`src/rtl/tone_generator_if.sv`:
```
// rtl/tone_generator_if.sv - control and output signals of the buzzer tone generator
interface tone_generator_if;
  logic        enable;
  logic [14:0] frequency;
  logic        speaker;
  logic        active;
  logic        periodTick;

  modport master (
    output enable,
    output frequency,
    input  speaker,
    input  active,
    input  periodTick
  );

  modport slave (
    input  enable,
    input  frequency,
    output speaker,
    output active,
    output periodTick
  );
endinterface

```
`src/rtl/tone_generator.sv`:
```
// rtl/tone_generator.sv - glitch-free square-wave buzzer driver, 2*halfReg cycle period
module tone_generator (
  input  logic           clk,
  input  logic           rst_n,
  tone_generator_if.slave tone
);

  typedef enum logic [1:0] {
    IDLE = 2'd0,
    HIGH = 2'd1,
    LOW  = 2'd2
  } state_t;

  state_t      state;
  logic [14:0] halfReg;
  logic [14:0] cnt;
  logic        start;
  logic        phase_done;

  // A new period may only begin from IDLE or at the very end of LOW, so the
  // frequency is never sampled mid-period.
  assign start      = tone.enable && (tone.frequency != 15'd0);
  assign phase_done = (cnt == halfReg);

  always_ff @(posedge clk or negedge rst_n) begin
    if (!rst_n) begin
      state           <= IDLE;
      halfReg         <= 15'd0;
      cnt             <= 15'd0;
      tone.speaker    <= 1'b0;
      tone.active     <= 1'b0;
      tone.periodTick <= 1'b0;
    end else begin
      tone.periodTick <= 1'b0;
      case (state)
        IDLE: begin
          if (start) begin
            halfReg         <= tone.frequency;
            cnt             <= 15'd1;
            state           <= HIGH;
            tone.speaker    <= 1'b1;
            tone.active     <= 1'b1;
            tone.periodTick <= 1'b1;
          end
        end

        HIGH: begin
          if (phase_done) begin
            cnt          <= 15'd1;
            state        <= LOW;
            tone.speaker <= 1'b0;
          end else begin
            cnt <= cnt + 15'd1;
          end
        end

        LOW: begin
          if (!phase_done) begin
            cnt <= cnt + 15'd1;
          end else if (start) begin
            halfReg         <= tone.frequency;
            cnt             <= 15'd1;
            state           <= HIGH;
            tone.speaker    <= 1'b1;
            tone.periodTick <= 1'b1;
          end else begin
            cnt         <= 15'd0;
            state       <= IDLE;
            tone.active <= 1'b0;
          end
        end

        default: begin
          state           <= IDLE;
          cnt             <= 15'd0;
          tone.speaker    <= 1'b0;
          tone.active     <= 1'b0;
        end
      endcase
    end
  end

endmodule

```
`src/flat_wrapper.sv`:
```
// flat-port wrapper written by rule: the top's interface ports become plain ports
module tone_generator_flat 
  (clk, rst_n, tone_enable, tone_frequency, tone_speaker, tone_active, tone_periodTick);
  tone_generator_if tone_i ();
  input  logic clk;
  input  logic rst_n;
  input wire logic [$bits(tone_i.enable)-1:0] tone_enable;
  input wire logic [$bits(tone_i.frequency)-1:0] tone_frequency;
  output wire logic [$bits(tone_i.speaker)-1:0] tone_speaker;
  output wire logic [$bits(tone_i.active)-1:0] tone_active;
  output wire logic [$bits(tone_i.periodTick)-1:0] tone_periodTick;
  assign tone_i.enable = tone_enable;
  assign tone_i.frequency = tone_frequency;
  assign tone_speaker = tone_i.speaker;
  assign tone_active = tone_i.active;
  assign tone_periodTick = tone_i.periodTick;
  tone_generator u_core (.clk(clk), .rst_n(rst_n), .tone(tone_i));
endmodule
```
`config.mk`:
```
export PLATFORM = sky130hd
export DESIGN_NAME = tone_generator_flat
export DESIGN_NICKNAME = d
export VERILOG_FILES = /design/src/rtl/tone_generator_if.sv /design/src/rtl/tone_generator.sv /design/src/flat_wrapper.sv
export SDC_FILE = /design/constraint.sdc
export NUM_CORES = 1
export LEC_CHECK = 0
export CAP_MARGIN = 5
export CORE_ASPECT_RATIO = 2
export CORE_MARGIN = 2
export CORE_UTILIZATION = 30
export DETAILED_ROUTE_END_ITERATION = 6
export PLACE_DENSITY = 0.48
export REMOVE_ABC_BUFFERS = 1
export SKIP_CTS_REPAIR_TIMING = 1
export SYNTH_ARGS = -nofsm -noshare
export SYNTH_HDL_FRONTEND = slang
export SYNTH_SLANG_ARGS = --single-unit
```
`constraint.sdc`:
```
create_clock -name clk -period 2.2 [get_ports clk]
set_clock_uncertainty 0.1 [all_clocks]
set_input_delay 0.33 -clock clk [delete_from_list [all_inputs] [get_ports clk]]
set_output_delay 0.33 -clock clk [all_outputs]
set_load 0.01 [all_outputs]
```
==> PnR_summary.wiki, run 1 <==
{| class="wikitable"
! Metric !! Value
|-
| Die Area || 6770 µm²
|-
| Complex-gate fraction of the synthesized area || 0.0842
|-
| Proportion of synthesized area in mux cells || 0.0924
|-
| Smallest setup slack after layout || -98.4 ps
|-
| Cells on Worst Hold Path || 2
|-
| Max-Slew Margin vs Limit || 0.687
|-
| Max_cap viols || 0
|-
| Post-synthesis xor/xnor area fraction || 0.138
|-
| Number of input and output port buffers inserted || 20
|-
| CTS tree || built
|-
| R2r endpoint || u_core.cnt[0]
|-
| WP buf/inv || 2
|-
| Post-DR vias/cell || 4.88
|-
| FMAX || 0.435 GHz
|-
| Summed instance area of the synthesized netlist || 1830 µm²
|-
| Clock Sink Count || 35
|-
| Slew of the pin with the lowest slew margin || 470 ps
|-
| Total of fill cells in the finished design || 569
|-
| Max-slew violation count || 0
|-
| Number of buffers created by CTS || 5
|-
| Unrepaired setup endpoints after global routing || yes
|-
| Initial Util || 0.307
|-
| Number of antenna violations at the first check in global routing || 0
|-
| Switch Pwr || 0.000902 W
|-
| GRT Overall Usage || 0.135
|-
| P per Cell Area || 1110 nW/µm²
|-
| Final weighted congestion in routability-driven placement || 0.828
|-
| # DRC || 0
|-
| Slowest cell on the critical path || sky130_fd_sc_hd__dfrtp_1
|-
| Vias in the first global route || 1363
|-
| YS warnings || 0
|-
| Remaining antenna violation count after routing || 0
|-
| Drt wl/cell || 16.1 µm
|-
| Hold Worst Slack || 230 ps
|-
| Seq cells post-synth || 35
|-
| Number of hold violations in the final report || 0
|-
| Reg-to-reg startpoint || u_core.cnt[5]
|-
| Core area || 5960 µm²
|-
| DP Worst Slack || -508 ps
|-
| Adder-cell area share of the yosys netlist || 0.00684
|-
| Class of the tightest hold or removal check || in -> reg
|-
| Detailed-routing iteration count for the pre-antenna-repair pass || 4
|-
| Launch instance of the worst min-delay path || tone_frequency[6]
|-
| Count of unique library cells instantiated by Yosys || 37
|-
| Share of final-layout standard cells stronger than drive strength 1 || 0.356
|-
| Boundary Pins || 21
|-
| Final #Nets || 240
|-
| Htree depth || 2
|-
| CP endpoint kind || flip-flop
|-
| Violations in the final reports || setup timing
|-
| Post-Synth Simple-Gate Area || 0.176
|-
| Top-area cell type share of the netlist area || 0.479
|-
| Wire length after detailed routing || 4.59 mm
|-
| Worst reg-to-reg path cell count || 8
|-
| Switching fraction of total power || 0.304
|-
| Pint || 0.00206 W
|-
| Final clock period utilization by the worst path || 1.04
|-
| Cell-by-cell listing of the critical path || xor2_1, nor4_2, buf_4, nand2_4, or2_2, buf_4, o21a_1, o21a_1
|-
| Synthesized area divided by synthesized cell count || 11.0 µm²
|-
| Die outline width || 59.2 µm
|-
| Largest net degree at the start of global routing || 36
|-
| Diode count || 0
|-
| Num rows || 40
|-
| Flop pwr share || 0.358
|-
| Most frequent standard cell in the layout excluding fill and tap cells || sky130_fd_sc_hd__dfrtp_1
|-
| Crit path kind || reg -> reg
|-
| Seq/Total Area, Yosys || 0.479
|-
| Dominant cells by area after synthesis || sky130_fd_sc_hd__dfrtp_1 (48%), sky130_fd_sc_hd__mux2_1 (9.2%), sky130_fd_sc_hd__xor2_1 (7.7%)
|-
| Gate Count Post-Synth || 166
|-
| Critical path arrival || 2360 ps
|-
| Leakage power total || 1.33 nW
|-
| Clock period minus final worst setup slack || 2300 ps
|-
| Data required time at the worst endpoint || 2260 ps
|-
| Endpoint with the worst hold slack || u_core.halfReg[6]
|-
| Combinational share of power || 0.364
|-
| Clock-pin slew on the worst setup and hold paths || 60 ps
|-
| Worst-case register-to-register setup slack || -100 ps
|-
| Overall via count from detail_route || 1390
|-
| Setup violators final || 17
|-
| Result of the run || finished with violations
|-
| Maximum fanout along the worst path || 7
|-
| Nature of the critical path startpoint || flip-flop
|-
| Main combinational cell family by area after synthesis || simple AND/OR/NAND/NOR gates
|-
| CP max stage delay || 390 ps
|-
| Top delay family on crit path || simple AND/OR/NAND/NOR gates
|-
| Number of DRC markers in iteration 0 || 43
|-
| Commonest cells after routing, fill and taps aside || sky130_fd_sc_hd__dfrtp_1 (35), sky130_fd_sc_hd__buf_4 (28), sky130_fd_sc_hd__nor2_1 (20)
|-
| Die span in y || 114 µm
|-
| HPWL after detailed placement || 3.09 mm
|-
| Wire length of the first global-routing pass || 6.71 mm
|-
| Congestion Overflow GR || 0
|-
| Part of the total power dissipated in the clock network || 0.279
|-
| Clock Tree Root || sky130_fd_sc_hd__clkbuf_16
|-
| Layout area overhead || 46.0%
|-
| Latest clock arrival within the worst-skew pair || 280 ps
|-
| Clock Path Buffers || 2
|-
| Post-synth top area cell || sky130_fd_sc_hd__dfrtp_1
|-
| Peak supply drop || 0.000374 V
|}
[worst register-to-register path, delay by kind of cell (launching register included)]
kind                   cells  cell delay (ps)
buffers and inverters      2              360
AO/OA/AOI/OAI              2              390
XOR/XNOR                   1              180
flip-flops                 1              390
AND/OR/NAND/NOR            3              760
[metrics by stage]
stage               cell area (µm²)  power (W)  utilization  cells  TNS (ps)
global route                   2670    0.00314        0.448    285     -2540
CTS                            2430    0.00279        0.409    278     -8170
global placement               2260    0.00194        0.379    270    -14190
floorplan                      1800    0.00155            -    163         0
finish                         2670    0.00296        0.448    285     -1050
detailed placement             2260    0.00194        0.379    270    -14680
[flip-flops by register name, summed over array words and instances, names as in the netlist]
| register | cells |
|---|---|
| u_core.tone.periodTick | 1 |
| u_core.halfReg | 15 |
| u_core.cnt | 15 |
| u_core.tone.active | 1 |
| u_core.tone.speaker | 1 |
| u_core.state | 2 |
[metal layers]
layer / GRT usage / up-vias / part of all wire
li1: - / 680 / -
met1: 0.152 / 680 / 0.40
met2: 0.233 / 23 / 0.56
met3: 0.0305 / 7 / 0.026
met4: 0.0636 / 0 / 0.021
met5: 0 / - / 0
[cell families after synthesis]
logic type / count (synthesis)
AO/OA/AOI/OAI: 16
XOR/XNOR: 28
adder cells (fa/ha/maj): 1
buffers and inverters: 7
flip-flops: 35
multiplexers: 15
AND/OR/NAND/NOR: 64
[cell usage after synthesis]
cell type and number:
sky130_fd_sc_hd__a211oi_1 1, sky130_fd_sc_hd__a21oi_1 1, sky130_fd_sc_hd__a21oi_2 1, sky130_fd_sc_hd__a31oi_1 1, sky130_fd_sc_hd__and3_1 2, sky130_fd_sc_hd__buf_2 1, sky130_fd_sc_hd__buf_6 2, sky130_fd_sc_hd__dfrtp_1 35
sky130_fd_sc_hd__ha_1 1, sky130_fd_sc_hd__inv_1 4, sky130_fd_sc_hd__mux2_1 15, sky130_fd_sc_hd__nand2_1 13, sky130_fd_sc_hd__nand2_4 1, sky130_fd_sc_hd__nand3_1 6, sky130_fd_sc_hd__nand4_1 1, sky130_fd_sc_hd__nor2_1 23
sky130_fd_sc_hd__nor2_2 3, sky130_fd_sc_hd__nor2_4 1, sky130_fd_sc_hd__nor3_1 3, sky130_fd_sc_hd__nor3b_1 1, sky130_fd_sc_hd__nor4_1 4, sky130_fd_sc_hd__o211ai_1 1, sky130_fd_sc_hd__o21a_1 2, sky130_fd_sc_hd__o21ai_0 2
sky130_fd_sc_hd__o21ai_1 1, sky130_fd_sc_hd__o21ai_4 1, sky130_fd_sc_hd__o22ai_1 1, sky130_fd_sc_hd__o2bb2ai_1 2, sky130_fd_sc_hd__o41a_4 1, sky130_fd_sc_hd__o41ai_4 1, sky130_fd_sc_hd__or2_2 2, sky130_fd_sc_hd__or3_1 1
sky130_fd_sc_hd__or4_1 1, sky130_fd_sc_hd__or4_4 2, sky130_fd_sc_hd__xnor2_1 11, sky130_fd_sc_hd__xnor2_2 1, sky130_fd_sc_hd__xor2_1 16
[worst max path at each step]
stage | start | endpoint | slack, ps | cells after the start
after floorplan | tone_frequency[1] | u_core.halfReg[0] | 70 | 5
after global placement | tone_frequency[6] | u_core.halfReg[1] | -500 | 6
after detailed placement | tone_frequency[6] | u_core.halfReg[13] | -510 | 6
after CTS | u_core.halfReg[13] | u_core.halfReg[13] | -310 | 8
after global routing | u_core.cnt[5] | u_core.cnt[0] | -170 | 8
final | u_core.cnt[5] | u_core.cnt[0] | -100 | 8
[power groups by stage]
stage | Sequential [W] | Clock (W) | Combinational, W
finish | 0.00106 | 0.000826 | 0.00108
floorplan | 0.00106 | 0 | 0.000486
global route | 0.00109 | 0.000875 | 0.00118
global placement | 0.00106 | 0 | 0.000873
CTS | 0.00106 | 0.000849 | 0.000885
detailed placement | 0.00107 | 0 | 0.000878
[layout make-up]
cell class / count / area [µm²] / area share
tap: 63 / 78.8 / 0.0295
inverter: 4 / 15.0 / 0.00563
sequential: 35 / 876 / 0.328
multi-input combinational: 125 / 1050 / 0.395
clock inverter: 2 / 35.0 / 0.0131
timing repair buffer: 50 / 472 / 0.177
clock buffer: 6 / 139 / 0.0520
No activity file was read; power rests on OpenSTA's default activity.
==> inputs of run 2 (changes only) <==
--- a/config.mk
+++ b/config.mk
@@ -8,9 +8,9 @@
 export CAP_MARGIN = 5
 export CORE_ASPECT_RATIO = 2
 export CORE_MARGIN = 2
-export CORE_UTILIZATION = 30
+export CORE_UTILIZATION = 55
 export DETAILED_ROUTE_END_ITERATION = 6
-export PLACE_DENSITY = 0.48
+export PLACE_DENSITY = 0.78
 export REMOVE_ABC_BUFFERS = 1
 export SKIP_CTS_REPAIR_TIMING = 1
 export SYNTH_ARGS = -nofsm -noshare
==> PnR_summary.wiki, run 2 (synthesis results as in run 1) <==
{| class="wikitable"
! Metric !! Value
|-
| Result of the run || finished with violations
|-
| Violations in the final reports || setup timing
|-
| Share of final-layout standard cells stronger than drive strength 1 || 0.342 (-0.0134)
|-
| Number of antenna violations at the first check in global routing || 0 (unchanged)
|-
| Largest regs || u_core.cnt: 15 flops, u_core.halfReg: 15 flops, u_core.state: 2 flops
|-
| Maximum fanout along the worst path || 8 (+1)
|-
| Max-Slew Margin vs Limit || 0.664 (-0.0227)
|-
| Part of the total power dissipated in the clock network || 0.169 (-0.110)
|-
| Most frequent standard cell in the layout excluding fill and tap cells || sky130_fd_sc_hd__dfrtp_1
|-
| Num rows || 29 (-28%)
|-
| Remaining antenna violation count after routing || 0 (unchanged)
|-
| Class of the tightest hold or removal check || in -> reg
|-
| Initial Util || 0.579 (+0.272)
|-
| GRT Overall Usage || 0.252 (+0.116)
|-
| Switching fraction of total power || 0.350 (+0.0454)
|-
| HPWL after detailed placement || 3.20 mm (+3.5%)
|-
| # DRC || 0 (unchanged)
|-
| WP buf/inv || 0 (-2)
|-
| Commonest cells after routing, fill and taps aside || sky130_fd_sc_hd__dfrtp_1 (34), sky130_fd_sc_hd__buf_4 (26), sky130_fd_sc_hd__nor2_1 (23)
|-
| Clock Tree Root || sky130_fd_sc_hd__clkbuf_8
|-
| Nature of the critical path startpoint || flip-flop
|-
| Clock Sink Count || 35 (unchanged)
|-
| Design Power || 0.00260 W (-12%)
|-
| Data required time at the worst endpoint || 2280 ps (+20 ps)
|-
| CP endpoint kind || flip-flop
|-
| Unrepaired setup endpoints after global routing || yes
|-
| Vias in the first global route || 1503 (+10%)
|-
| CP max stage delay || 510 ps (+120 ps)
|-
| Critical path origin || u_core.halfReg[12]
|-
| Drt wl/cell || 20.1 µm (+25%)
|-
| Setup violators final || 16 (-1)
|-
| Number of DRC markers in iteration 0 || 50 (+16%)
|-
| Switch Pwr || 0.000911 W (+0.93%)
|-
| Pint || 0.00169 W (-18%)
|-
| Final #Nets || 237 (-1.3%)
|-
| Top delay family on crit path || simple AND/OR/NAND/NOR gates
|-
| FMAX || 0.441 GHz (+1.3%)
|-
| Top cell by count, worst path || sky130_fd_sc_hd__nand2_4
|-
| Clock period minus final worst setup slack || 2270 ps (-29.2 ps)
|-
| Combinational share of power || 0.419 (+0.055)
|-
| Slowest cell on the critical path || sky130_fd_sc_hd__nor4_2
|-
| Number of hold violations in the final report || 0 (unchanged)
|-
| CTS tree || built
|-
| Clock-pin slew on the worst setup and hold paths || 70 ps (about the same)
|-
| Total cell area at the placement stage || 2200 µm² (-2.8%)
|-
| Layout area overhead || 37.2%
|-
| Number of input and output port buffers inserted || 20 (unchanged)
|-
| Crit path kind || reg -> reg
|-
| Final weighted congestion in routability-driven placement || 0.884 (+6.7%)
|-
| Boundary Pins || 21 (unchanged)
|-
| Die Area || 3830 µm² (-43%)
|-
| Critical path arrival || 2350 ps (about the same)
|-
| Launch instance of the worst min-delay path || tone_frequency[11]
|-
| Peak supply drop || 0.000959 V (+160%)
|-
| Congestion Overflow GR || 0 (unchanged)
|-
| Post-DR vias/cell || 5.79 (+19%)
|-
| Die outline width || 44.8 µm (-24%)
|-
| Cell-by-cell listing of the critical path || xor2_1, nor4_2, nand2_4, o21ai_4, nand2_4, mux2_4
|-
| Hold Worst Slack || 226 ps (-3.41 ps)
|-
| Leakage power total || 1.28 nW (-4.1%)
|-
| Htree depth || 2 (unchanged)
|-
| Worst-case register-to-register setup slack || -70 ps (+30 ps)
|-
| Flop pwr share || 0.412 (+0.054)
|-
| Max_cap viols || 0 (unchanged)
|-
| Max-slew violation count || 0 (unchanged)
|-
| Clock Path Buffers || 2 (unchanged)
|-
| Wire length of the first global-routing pass || 6.82 mm (+1.7%)
|-
| Overall via count from detail_route || 1447 (+4.1%)
|-
| Die span in y || 85.5 µm (-25%)
|-
| Final clock period utilization by the worst path || 1.03 (-0.0133)
|-
| Core area || 3160 µm² (-47%)
|-
| Wire length after detailed routing || 5.02 mm (+9.4%)
|-
| Finished Cell Area || 2510 µm² (-6.0%)
|-
| Largest net degree at the start of global routing || 36 (unchanged)
|-
| Reg-to-reg startpoint || u_core.halfReg[12]
|-
| Number of buffers created by CTS || 5 (unchanged)
|-
| Smallest setup slack after layout || -69.2 ps (+29.2 ps)
|-
| Slew of the pin with the lowest slew margin || 499 ps (+29.9 ps)
|-
| P per Cell Area || 1040 nW/µm² (-6.5%)
|-
| Detailed-routing iteration count for the pre-antenna-repair pass || 4 (unchanged)
|-
| Latest clock arrival within the worst-skew pair || 290 ps (about the same)
|-
| Diode count || 0 (unchanged)
|}
run 2: cell count changes in the layout (fill, tap and decap cells not counted), sizes merged:
cell	before	now
buf	30	27
bufinv	1	0
clkbuf	6	5
clkinv	1	3
run 2: path summary, 6_finish.rpt:
path,end,depth (start not counted)
setup / recovery,u_core.halfReg[9],6
hold / removal,u_core.halfReg[11],2
setup reg to reg,u_core.halfReg[9],6
hold reg to reg,u_core.tone.active,1
max in group asynchronous,u_core.cnt[9],2
min in group asynchronous,u_core.cnt[11],2
run 2: cell type report:
| class | instances | area (µm²) |
|---|---|---|
| Multi-Input combinational cell | 125 | 1060 |
| Sequential cell | 35 | 877 |
| Fill cell | 187 | 649 |
| Timing Repair Buffer | 47 | 437 |
| Clock buffer | 5 | 68.8 |
| Tap cell | 31 | 38.8 |
| Clock inverter | 3 | 15.0 |
| Inverter | 4 | 15.0 |
run 2: power by group through the flow:
stage	logic [W]	registers, W	clock network [W]
floorplan	0.000486	0.00106	0
global placement	0.000812	0.00105	0
detailed placement	0.000852	0.00107	0
CTS	0.000856	0.00106	0.000455
global route	0.00117	0.00110	0.000480
finish	0.00109	0.00107	0.000439
run 2: per-layer routing:
layer / GRT usage / share of wire / vias to the layer above
met1: 0.261 / 0.37 / 725
met4: 0.124 / 0.030 / 0
met3: 0.0547 / 0.039 / 11
met2: 0.449 / 0.56 / 43
li1: - / - / 668
met5: 0 / 0 / -
run 2: through the flow:
step / setup TNS [ps] / utilization / setup slack (ps) / std cells
finish: -543 / 0.794 / -69.2 / 250
global route: -1170 / 0.794 / -104 / 250
CTS: -5630 / 0.723 / -220 / 243
global placement: -12970 / 0.696 / -456 / 235
floorplan: 0 / - / 71.6 / 163
detailed placement: -15260 / 0.696 / -520 / 235
